$ cat src/rtl/mealey_decimator.sv
// Block-sum decimator for the Mealey stage output with a small result FIFO.
// Define MEALEY_DEC_AVG_EN to emit the rounded block average instead of the saturated sum.
module mealey_decimator #(
   parameter int unsigned DEC_LOG2   = 2,
   parameter int unsigned OUT_W      = 12,
   parameter int unsigned FIFO_DEPTH = 4
) (
   input  logic             system1000,
   input  logic             system1000_rstn,
   input  logic [8:0]       in_data,
   input  logic             in_valid,
   input  logic             clear,
   output logic [OUT_W-1:0] out_data,
   output logic             out_valid,
   input  logic             out_ready,
   output logic             overflow
);

   localparam int unsigned ACC_W   = 9 + DEC_LOG2;
   localparam int unsigned CNT_W   = DEC_LOG2;
   localparam int unsigned PTR_W   = $clog2(FIFO_DEPTH);
   localparam int unsigned FCNT_W  = PTR_W + 1;
   localparam int unsigned CMP_W   = ((ACC_W > OUT_W) ? ACC_W : OUT_W) + 1;
   localparam int unsigned RND_W   = ACC_W + 1;

   localparam logic signed [CMP_W-1:0] OUT_MAX = {{(CMP_W-OUT_W+1){1'b0}}, {(OUT_W-1){1'b1}}};
   localparam logic signed [CMP_W-1:0] OUT_MIN = {{(CMP_W-OUT_W+1){1'b1}}, {(OUT_W-1){1'b0}}};
   localparam logic signed [RND_W-1:0] HALF    = RND_W'(1) << (DEC_LOG2 - 1);

   logic signed [ACC_W-1:0] acc_q, acc_d;
   logic [CNT_W-1:0]        cnt_q, cnt_d;
   logic [OUT_W-1:0]        mem_q [FIFO_DEPTH];
   logic [PTR_W-1:0]        wr_ptr_q, wr_ptr_d, rd_ptr_q, rd_ptr_d, rd_nxt_c;
   logic [FCNT_W-1:0]       count_q, count_d;
   logic [OUT_W-1:0]        out_data_q, out_data_d, head_c;
   logic                    out_valid_q, out_valid_d;
   logic                    overflow_q, overflow_d;

   logic signed [ACC_W-1:0] sum_c;
   logic signed [CMP_W-1:0] sum_w_c;
   logic signed [RND_W-1:0] rnd_c;
   logic [OUT_W-1:0]        result_c;
   logic                    close_c, full_c, pop_c, push_c, drop_c;

   // Block sum and its conversion to an output word
   always_comb begin
      sum_c   = acc_q + ACC_W'(signed'(in_data));
      sum_w_c = CMP_W'(sum_c);
      rnd_c   = RND_W'(sum_c) + HALF;
`ifdef MEALEY_DEC_AVG_EN
      result_c = OUT_W'(rnd_c >>> DEC_LOG2);
`else
      if (sum_w_c > OUT_MAX) begin
         result_c = OUT_W'(OUT_MAX);
      end else if (sum_w_c < OUT_MIN) begin
         result_c = OUT_W'(OUT_MIN);
      end else begin
         result_c = OUT_W'(sum_w_c);
      end
`endif
   end

   // Accumulator, FIFO control and the registered head view
   always_comb begin
      acc_d       = acc_q;
      cnt_d       = cnt_q;
      wr_ptr_d    = wr_ptr_q;
      rd_ptr_d    = rd_ptr_q;
      count_d     = count_q;
      overflow_d  = overflow_q;
      out_data_d  = out_data_q;
      out_valid_d = out_valid_q;
      head_c      = result_c;
      rd_nxt_c    = PTR_W'(rd_ptr_q + 1'b1);

      close_c = in_valid && (&cnt_q);
      full_c  = (count_q == FCNT_W'(FIFO_DEPTH));
      pop_c   = out_valid_q && out_ready && !clear;
      push_c  = close_c && !clear && (!full_c || pop_c);
      drop_c  = close_c && !clear && full_c && !pop_c;

      if (clear) begin
         acc_d       = '0;
         cnt_d       = '0;
         wr_ptr_d    = '0;
         rd_ptr_d    = '0;
         count_d     = '0;
         overflow_d  = 1'b0;
         out_valid_d = 1'b0;
      end else begin
         if (in_valid) begin
            acc_d = close_c ? '0 : sum_c;
            cnt_d = CNT_W'(cnt_q + 1'b1);
         end
         if (pop_c)  rd_ptr_d = rd_nxt_c;
         if (push_c) wr_ptr_d = PTR_W'(wr_ptr_q + 1'b1);
         if (drop_c) overflow_d = 1'b1;
         count_d = count_q + FCNT_W'(push_c) - FCNT_W'(pop_c);

         // New head: next stored entry, the surviving head, or the value pushed into an empty slot
         if (pop_c) begin
            head_c = (count_q > FCNT_W'(1)) ? mem_q[rd_nxt_c] : result_c;
         end else begin
            head_c = (count_q != '0) ? mem_q[rd_ptr_q] : result_c;
         end
         if (count_d != '0) out_data_d = head_c;
         out_valid_d = (count_d != '0);
      end
   end

   always_ff @(posedge system1000 or negedge system1000_rstn) begin
      if (!system1000_rstn) begin
         acc_q       <= '0;
         cnt_q       <= '0;
         wr_ptr_q    <= '0;
         rd_ptr_q    <= '0;
         count_q     <= '0;
         out_data_q  <= '0;
         out_valid_q <= 1'b0;
         overflow_q  <= 1'b0;
         for (int unsigned i = 0; i < FIFO_DEPTH; i++) mem_q[i] <= '0;
      end else begin
         acc_q       <= acc_d;
         cnt_q       <= cnt_d;
         wr_ptr_q    <= wr_ptr_d;
         rd_ptr_q    <= rd_ptr_d;
         count_q     <= count_d;
         out_data_q  <= out_data_d;
         out_valid_q <= out_valid_d;
         overflow_q  <= overflow_d;
         if (push_c) mem_q[wr_ptr_q] <= result_c;
      end
   end

   assign out_data  = out_data_q;
   assign out_valid = out_valid_q;
   assign overflow  = overflow_q;

endmodule
$ cat config.mk
export PLATFORM = sky130hd
export DESIGN_NAME = mealey_decimator
export DESIGN_NICKNAME = d
export VERILOG_FILES = /design/src/rtl/mealey_decimator.sv
export SDC_FILE = /design/constraint.sdc
export NUM_CORES = 1
export LEC_CHECK = 0
export CAP_MARGIN = 20
export CORE_UTILIZATION = 53
export DETAILED_ROUTE_END_ITERATION = 8
export PLACE_DENSITY = 0.77
export REMOVE_ABC_BUFFERS = 1
export SYNTH_ARGS = -nofsm -noshare
export SYNTH_HDL_FRONTEND = slang
export SYNTH_SLANG_ARGS = --single-unit
$ cat constraint.sdc
create_clock -name system1000 -period 3 [get_ports system1000]
set_clock_uncertainty 0.05 [all_clocks]
set_input_delay 0.45 -clock system1000 [delete_from_list [all_inputs] [get_ports system1000]]
set_output_delay 0.45 -clock system1000 [all_outputs]
set_load 0.01 [all_outputs]
==> run metrics, run 1 <==
failing checks hold timing; EDFF count, synth 0; DR pass1 iterations 4; die width 96.58 µm; Max Fclk 0.3385 GHz; vias in the first global route 3562; FP Rows 34; TritonCTS clock tree done; die area 0.009327 mm²; Crit Path Category flip-flop to flip-flop; final worst path period share between 90% and 100%; CTS Buf Count 9; CP required 3.24 ns; Clk Latency, worst-skew pair 0.36 ns; Worst path max stage delay 0.53 ns; largest net degree at the start of global routing 83; area of the mapped netlist 0.004741 mm²; Total Neg Setup Slack 0 ns; max_slew headroom about 28%; drt drc 0; antenna violations before repair 0; post-placement cell area 0.005172 mm²; H-tree levels 3; arrival time worst endpoint about 3.2 ns; layout cells sized above 1 19.00%; Post-DP HPWL 7.871 mm; final wirelength ~11 mm; critical path buffer and inverter count 2; cell repeated most along the worst path ha_4; design area 0.005517 mm²; startpoint types flip-flop; Async S/R FF share, synth 100.0%; first-pass GRT wire length 17.82 mm; Max clock buf depth 2; DRT iter0 DRCs 211; flops & latches, synth 82; worst slew pin tran 1.071 ns; Pins Over Slew Limit 0; register area share after synthesis 43.28%; GPL Wtd Cong 0.8462; leading area contributor after synthesis dfrtp_1; fin util 63.57%; Die H 96.58 µm; CP Cell Sequence ha_4 -> nand2_4 -> a31oi_4 -> nor2b_4 -> inv_2 -> ha_4 -> inv_2 -> ha_4 -> fa_2 -> nor2_1 -> a21o_1 -> or4b_1 -> nand3_1; Routed Antenna Nets 0; clk sinks 82; post-layout min period 2.954 ns; dominant cells by area after synthesis dfrtp_1 (43%), mux4_2 (9.5%), nand2_1 (7.0%), ha_1 (5.0%), o21ai_0 (4.9%); gr ovfl total 0; Syn Inst Count 473; status finished, violations left; synthesized area per cell 10.02 µm²; reg-to-reg slack, setup 0.05 ns; CP max-delay cell fa_2; Post-CTS Hold Fix Bufs 0; Hold Violations, Final 13; nature of the critical path endpoint flip-flop; Ys Warns 0; Hold Path Class input pin to asynchronous set/reset pin; Max Cap Viol 0; area grow syn2layout 16.36%; Worst IR Drop VDD ~0.00024 V; GRT Util Overall around a quarter; register area 0.002052 mm²; Clock Root Buffer clkbuf_8; n_diodes 0; via count 3684; Most used DFF post-synth dfrtp_1; register clock-pin slew on the reported worst setup and hold paths 0.08 ns; # setup viols final 0; Core ar. 0.008678 mm²; Net count, final 553; Top Family by Delay on Critical Path adder cells; RSZ-0062 raised after global routing yes; Distinct cells, synth 69; synth cell count leaders nand2_1 (88), dfrtp_1 (82), o21ai_0 (46); worst-path fanout max 4; RR Startpoint cnt_q[1]; worst reg-to-reg path cell count 13; num ports 28; WL per Instance 17.74 µm; hold_ws -0.01149 ns; Cell Pwr Density 643.4 mW/mm²; leakage 2.458 nW; IO Port Bufs 27; count leader, synth nand2_1; Yosys top cell area share 43.28%; reg2reg end out_data[7]; Initial Util between 50% and 60%; Multi-input gate area 0.002582 mm²; Via-to-Cell Ratio just under 6; fill count 705
[worst reg2reg max path, delay by kind of cell (launching register included)]
family | cells | cell delay [ns]
DFF | 1 | 0.40
and+or+nand+nor | 5 | 0.89
adders and majority gates | 4 | 1.09
buffers and inverters | 2 | 0.09
AOI/OAI and AO/OA | 2 | 0.36
[how the worst max path moves through the flow]
stage | startpoint | to | slack (ns) | depth (start not counted)
after floorplan | clear | out_data[7] | -0.45 | 13
after global placement | out_ready | out_data[7] | -0.43 | 13
after detailed placement | out_ready | out_data[7] | -0.57 | 13
after CTS | cnt_q[1] | out_data[7] | 0.01 | 13
after global routing | cnt_q[1] | out_data[7] | -0.08 | 13
final | cnt_q[1] | out_data[7] | 0.05 | 13
[layout by cell type (no fill, tap or decap), drive strengths merged, types with 3 or more instances in the layout]
master          n
nor2b           4
a22oi           6
or2             4
ha             19
xnor2           5
xor2            6
dfrtp          82
nand2b          7
mux4           22
dlygate4sd2     3
nand2          91
o21ai          50
nor3            3
o211a           4
o211ai          6
and2            5
clkbuf         11
inv            14
a21oi          23
buf            34
nand3           3
a21o            5
clkdlybuf4s50  23
nor2           41
a211oi          3
mux2i           5
[power breakdown]
part / internal (mW) / switching, mW / total (mW)
sequential: 1.27 / 0.135 / 1.41
clock: 0.312 / 0.389 / 0.701
combinational: 0.690 / 0.752 / 1.44
total: 2.27 / 1.28 / 3.55
[through the flow]
stage | setup WS (ns) | power (mW) | instances
2_1_floorplan | -0.4497 | 2.190 | 447
3_3_place_gp | -0.4335 | 2.726 | 606
3_5_place_dp | -0.5710 | 2.775 | 606
4_1_cts | 0.01464 | 3.499 | 625
5_1_grt | -0.07796 | 3.761 | 629
6_report | 0.04555 | 3.549 | 629
[cells by family (layout without fill, tap and decap cells)]
kind of cell	after synthesis	count (layout)	synth area share (%)
flops	82	82	43.28
buf+inv	40	88	4.302
mux	28	28	11.88
compound gates	122	122	16.52
simple gates	169	169	16.13
xor+xnor	11	11	2.032
fa+ha+maj	21	21	5.859
[repair_timing]
item | CTS | global route
pin swaps | 6 | 8
setup buffers | 5 | 3
gates resized for setup | 13 | 11
setup endpoints to repair | 12 | 11
[area by class of cell]
cell class | count | share of cell area (%)
Tap cell | 108 | 2.450
Sequential cell | 82 | 37.20
Inverter | 14 | 0.9526
Clock inverter | 3 | 0.3175
Multi-Input combinational cell | 351 | 46.81
Timing Repair Buffer | 60 | 9.707
Clock buffer | 11 | 2.563
[routing by layer]
layer / GRT usage [%] / vias to the layer above / part of all wire, %
met2: 42.61 / 102 / 49
met5: 0 / - / 0
met3: 2.895 / 28 / 4.2
met4: 11.27 / 0 / 2.6
li1: - / 1767 / -
met1: 34.67 / 1787 / 44
[sequential cells by signal, summed over array words and instances, names as in the netlist]
register and flops:
acc_q 11, cnt_q 2, count_q 3, mem_q 48, out_data 12, out_valid 1, overflow 1, rd_ptr_q 2
wr_ptr_q 2
Note: power is estimated with default switching activity, not from simulation.
==> run 2: changes to the inputs <==
--- a/config.mk
+++ b/config.mk
@@ -6,6 +6,7 @@
 export NUM_CORES = 1
 export LEC_CHECK = 0
 export CAP_MARGIN = 20
+export CORE_ASPECT_RATIO = 0.9
 export CORE_UTILIZATION = 53
 export DETAILED_ROUTE_END_ITERATION = 8
 export PLACE_DENSITY = 0.77
==> run metrics, run 2 (synthesis gave the netlist of run 1 again) <==
status complete, no violations; post-layout min period 2.995 ns (+0.04050 ns); clk sinks 82 (unchanged); drt drc 0 (unchanged); RSZ-0062 raised after global routing yes; register clock-pin slew on the reported worst setup and hold paths 0.08 ns (about the same); arrival time worst endpoint 3.23 ns (+0.04 ns); Crit Path Category flip-flop to flip-flop; worst slack at placement -0.5029 ns (+0.06801 ns); TritonCTS clock tree done; final wirelength 11.49 mm (+3.0%); Top Family by Delay on Critical Path adder cells; FP Rows 32 (-5.9%); fin util 66.53% (+3.0 points); Die H 91.73 µm (-5.0%); CP max-delay cell fa_2; CP startpoint cnt_q[1]; Total Neg Setup Slack 0 ns (unchanged); # setup viols final 0 (unchanged); DR pass1 iterations 4 (unchanged); Hold Crit Start out_data[2]; leakage 2.557 nW (+4.0%); critical path buffer and inverter count 2 (unchanged); GRT Util Overall 26.34% (+0.48 points); via count 3850 (+4.5%); most frequent cells in the layout nand2_1 (85), dfrtp_1 (82), o21ai_0 (46), nor2_1 (39), buf_4 (39); cell repeated most along the worst path ha_4; Hold Path Class flip-flop to flip-flop; DRT iter0 DRCs 220 (+4.3%); register area 0.002052 mm² (unchanged); PnR worst setup slack 0.005050 ns (-0.04050 ns); number of flip-flops in the largest register 48 (unchanged); most common cell after layout, fill and taps aside nand2_1; vias in the first global route 3733 (+4.8%); area grow syn2layout 20.80%; Hold Violations, Final 0 (-13); Pins Over Slew Limit 0 (unchanged); GPL Wtd Cong 0.8829 (+4.3%); worst slew pin tran 0.6689 ns (-0.4025 ns); worst-path fanout max 5 (+1); Largest Register mem_q; startpoint types flip-flop; CTS Buf Count 9 (unchanged); nature of the critical path endpoint flip-flop; Core ar. 0.008608 mm² (-0.81%); max_slew headroom 55.41% (+27 points); CP Cell Sequence ha_4 -> nand2_4 -> a31oi_4 -> nor2b_4 -> inv_2 -> ha_4 -> inv_2 -> ha_4 -> fa_2 -> nor2_2 -> a21o_1 -> or4b_1 -> nand3_1; H-tree levels 3 (unchanged); Cell Pwr Density 685.2 mW/mm² (+6.5%); placed cells 628 (+3.6%); n_diodes 0 (unchanged); Multi-input gate area 0.002597 mm² (+0.58%); Final Non-Filler Cells 653 (+3.8%); Clock Root Buffer clkbuf_8; Post-DP HPWL 8.028 mm (+2.0%); Via-to-Cell Ratio 5.896 (+0.67%); Routed Antenna Nets 0 (unchanged); Max Fclk 0.3339 GHz (-1.4%); final worst path period share 99.83% (+1.4 points); first-pass GRT wire length 18.57 mm (+4.2%); Worst IR Drop VDD 0.0002963 V (+22%); Max clock buf depth 2 (unchanged); antenna violations before repair 0 (unchanged); die width 101.7 µm (+5.3%); Initial Util 55.07% (+0.44 points); Net count, final 564 (+2.0%); layout cells sized above 1 21.72% (+2.7 points); WL per Instance 17.60 µm (-0.80%); IO Port Bufs 27 (unchanged); RR Startpoint cnt_q[1]; hold_ws 0.4312 ns (+0.4427 ns); num ports 28 (unchanged); gr ovfl total 0 (unchanged); die area 0.009328 mm² (about the same); Clk Latency, worst-skew pair 0.35 ns (about the same); fill count 670 (-5.0%); Max Cap Viol 0 (unchanged); Worst path max stage delay 0.53 ns (about the same); CP required 3.24 ns (about the same); largest net degree at the start of global routing 83 (unchanged)
==> run 2: cell types whose count changed in the layout (fill, tap and decap cells not counted), sizes merged <==
cell	previous run	this run
buf	34	44
bufinv	0	3
clkbuf	11	12
clkinv	2	1
clkinvlp	1	0
dlygate4sd3	0	1
==> run 2: metrics by stage <==
step	power [mW]	cell area (µm²)
2_1_floorplan	2.190	4589
3_3_place_gp	2.774	5269
3_5_place_dp	2.821	5269
4_1_cts	3.823	5584
5_1_grt	4.132	5727
6_report	3.924	5727
==> run 2: layout make-up <==
class,count,share of cell area (%)
Tap cell,119,2.600
Clock buffer,12,2.534
Inverter,14,0.9176
Sequential cell,82,35.83
Multi-Input combinational cell,351,45.36
Timing Repair Buffer,71,11.03
Clock inverter,4,1.726
==> run 2: report_power, final <==
group	internal, mW	total (mW)	switching [mW]
logic	0.749	1.54	0.793
clock network	0.579	0.984	0.405
registers	1.27	1.40	0.127
total	2.60	3.92	1.32
==> run 2: worst register-to-register path, cell delays in order, from the launching register on <==
cell	delay [ns]
dfrtp_1	0.41
ha_4	0.16
nand2_4	0.06
a31oi_4	0.16
nor2b_4	0.19
inv_2	0.06
ha_4	0.26
inv_2	0.04
ha_4	0.14
fa_2	0.53
nor2_2	0.04
a21o_1	0.24
or4b_1	0.52
nand3_1	0.08
==> run 2: worst paths after layout <==
check / endpoint / slack [ns] / cells after the start
max: out_data[7] / 0.005 / 13
min: out_data[2] / 0.43 / 2
max reg2reg: out_data[7] / 0.005 / 13
min reg2reg: out_data[2] / 0.43 / 2
max in group asynchronous: mem_q[14] / 1.85 / 3
min in group asynchronous: mem_q[43] / 0.45 / 2
==> run 2: timing repair <==
action                                  CTS  global route
gates resized for setup                  12            19
endpoints found under the setup margin   10            10
buffers inserted                          5             3
hold endpoints to repair                  0            15
pin swaps                                 6            11
hold buffers                              0             1
==> run 2: routing by layer <==
layer  vias up  part of all wire, %  track usage [%]
li1       1795                    -                -
met2       134                   48            41.84
met1      1913                   45            36.77
met5         -                    0                0
met4         0                 0.86            5.314
met3         8                  6.5            6.555
==> run 3: changes to the inputs <==
--- a/config.mk
+++ b/config.mk
@@ -7,9 +7,9 @@
 export LEC_CHECK = 0
 export CAP_MARGIN = 20
 export CORE_ASPECT_RATIO = 0.9
-export CORE_UTILIZATION = 53
+export CORE_UTILIZATION = 54
 export DETAILED_ROUTE_END_ITERATION = 8
-export PLACE_DENSITY = 0.77
+export PLACE_DENSITY = 0.78
 export REMOVE_ABC_BUFFERS = 1
 export SYNTH_ARGS = -nofsm -noshare
 export SYNTH_HDL_FRONTEND = slang
==> run metrics, run 3 (synthesis gave the netlist of run 1 again) <==
status finished, violations left; failing checks setup timing; GRT Util Overall 27.27% (+0.93 points); hold_ws 0.4232 ns (-0.008029 ns); Hold Path Class input pin to asynchronous set/reset pin; Max Fclk 0.3283 GHz (-1.7%); worst-path fanout max 6 (+1); layout cells sized above 1 21.55% (-0.17 points); Core ar. 0.008528 mm² (-0.93%); Total Neg Setup Slack -0.04573 ns (-0.04573 ns); GPL Wtd Cong 0.9146 (+3.6%); CP max-delay cell fa_2; CTS Buf Count 9 (unchanged); Crit Path Category flip-flop to flip-flop; Comb power frac 40.1% (+0.8 points); Cell Pwr Density 669.0 mW/mm² (-2.4%); switch share 35.27% (+1.5 points); Seq pwr share 37.0% (+1.4 points); DRT iter0 DRCs 284 (+29%); worst slack at placement -0.5999 ns (-0.09694 ns); die width 100.8 µm (-0.91%); most common cell after layout, fill and taps aside nand2_1; cell internal pwr 2.458 mW (-5.4%); uppermost layer routed met4; n_diodes 0 (unchanged); wire length on met1 5.089 mm (-0.62%); Hold Violations, Final 0 (unchanged); Max clock buf depth 2 (unchanged); startpoint types flip-flop; fraction of power consumed by the clock network 23.0% (-2.1 points); Worst path max stage delay 0.56 ns (+0.03 ns); register clock-pin slew on the reported worst setup and hold paths 0.08 ns (about the same); CP Cell Sequence ha_4 -> nand2_4 -> a31oi_4 -> nor2b_4 -> inv_2 -> ha_4 -> inv_2 -> ha_4 -> fa_2 -> nor2_4 -> a21o_4 -> or4b_4 -> nand3_2; drt drc 0 (unchanged); Psw 1.339 mW (+1.1%); Net count, final 559 (-0.89%); # setup viols final 1 (+1); antenna violations before repair 0 (unchanged); IO Port Bufs 27 (unchanged); final wirelength 11.59 mm (+0.88%); Initial Util 55.59% (+0.52 points); Clock Root Buffer clkbuf_8; wire length on met3 723 µm (-3.5%); Max Cap Viol 0 (unchanged); WL per Instance 17.89 µm (+1.7%); post-layout min period 3.046 ns (+0.05078 ns); Via-to-Cell Ratio 5.910 (+0.25%); most frequent cells in the layout nand2_1 (86), dfrtp_1 (81), o21ai_0 (46), nor2_1 (39), buf_4 (37); DR pass1 iterations 5 (+1); area grow syn2layout 19.71%; cell repeated most along the worst path ha_4; arrival time worst endpoint 3.30 ns (+0.07 ns); die area 0.009159 mm² (-1.8%); Routed Antenna Nets 0 (unchanged); largest net degree at the start of global routing 83 (unchanged); routed wl met2 5.535 mm (+0.27%); RSZ-0062 raised after global routing yes; leakage 2.529 nW (-1.1%); Post-DP HPWL 7.969 mm (-0.74%); nature of the critical path endpoint flip-flop; Pins Over Slew Limit 0 (unchanged); H-tree levels 3 (unchanged); Clk Latency, worst-skew pair 0.36 ns (about the same); TritonCTS clock tree done; Worst IR Drop VDD 0.0004053 V (+37%); CP required 3.25 ns (about the same); PnR worst setup slack -0.04573 ns (-0.05078 ns); Largest Register mem_q; total power 3.797 mW (-3.2%); clk sinks 82 (unchanged); FP Rows 32 (unchanged); num ports 28 (unchanged); fill count 646 (-3.6%); Die H 90.89 µm (-0.91%); final worst path period share 101.5% (+1.7 points); vias in the first global route 3811 (+2.1%); number of flip-flops in the largest register 48 (unchanged); max_slew headroom 51.06% (-4.4 points); gr ovfl total 0 (unchanged); first-pass GRT wire length 18.91 mm (+1.9%); reg-to-reg slack, setup -0.05 ns (-0.05 ns); via count 3830 (-0.52%); worst slew pin tran 0.7298 ns (+0.06087 ns)
-- run 3: cell count changes in the layout (fill, tap and decap cells not counted), sizes merged --
cell    delta
buf        -5
clkinv     +2
bufinv     -1
clkbuf     -1
-- run 3: layout make-up --
type,instances,area [µm²],share of cell area (%)
Multi-Input combinational cell,351,2628,46.30
Inverter,14,52.55,0.9259
Sequential cell,82,2053,36.18
Tap cell,119,148.9,2.623
Clock inverter,5,78.83,1.389
Timing Repair Buffer,66,583.1,10.27
Clock buffer,11,131.4,2.315
-- run 3: worst max-delay path, delay by kind of cell, from the launching register on --
family	cells	cell delay (ns)
simple gates	5	0.92
fa+ha+maj	4	1.12
compound gates	2	0.39
buf+inv	2	0.09
flops	1	0.41
-- run 3: final timing paths --
kind	from	end	depth (start not counted)
max in group asynchronous	system1000_rstn	acc_q[6]	3
min	system1000_rstn	mem_q[37]	2
min in group system1000	out_data[2]	out_data[2]	2
max	cnt_q[1]	out_data[7]	13
max reg2reg	cnt_q[1]	out_data[7]	13
min reg2reg	out_data[2]	out_data[2]	2
-- run 3: timing repair --
action | 4_1_cts | 5_1_grt
pin swaps | 6 | 8
gates resized for setup | 14 | 18
setup endpoints to repair | 13 | 9
hold buffers | 0 | 1
buffers inserted | 5 | 5
endpoints found under the hold margin | 0 | 12
-- run 3: power groups by stage --
stage / combinational (mW) / sequential (mW) / clock [mW]
after floorplan: 0.742 / 1.45 / 0
after global placement: 1.33 / 1.41 / 0
after CTS: 1.41 / 1.40 / 0.881
final: 1.52 / 1.40 / 0.873
after global routing: 1.66 / 1.42 / 0.924
after detailed placement: 1.38 / 1.42 / 0
-- run 3: per-layer routing --
metal / track usage (%) / vias to the layer above
li1: - / 1770
met1: 38.15 / 1901
met2: 42.98 / 136
met3: 5.341 / 23
met4: 8.696 / 0
met5: 0 / -
-- run 3: per-stage QoR --
step                cell area (µm²)  cells  utilization (%)
finish                         5675    648            66.55
global route                   5675    648            66.55
detailed placement             5209    620            61.08
global placement               5209    620            61.08
CTS                            5509    641            64.60
floorplan                      4589    447                -
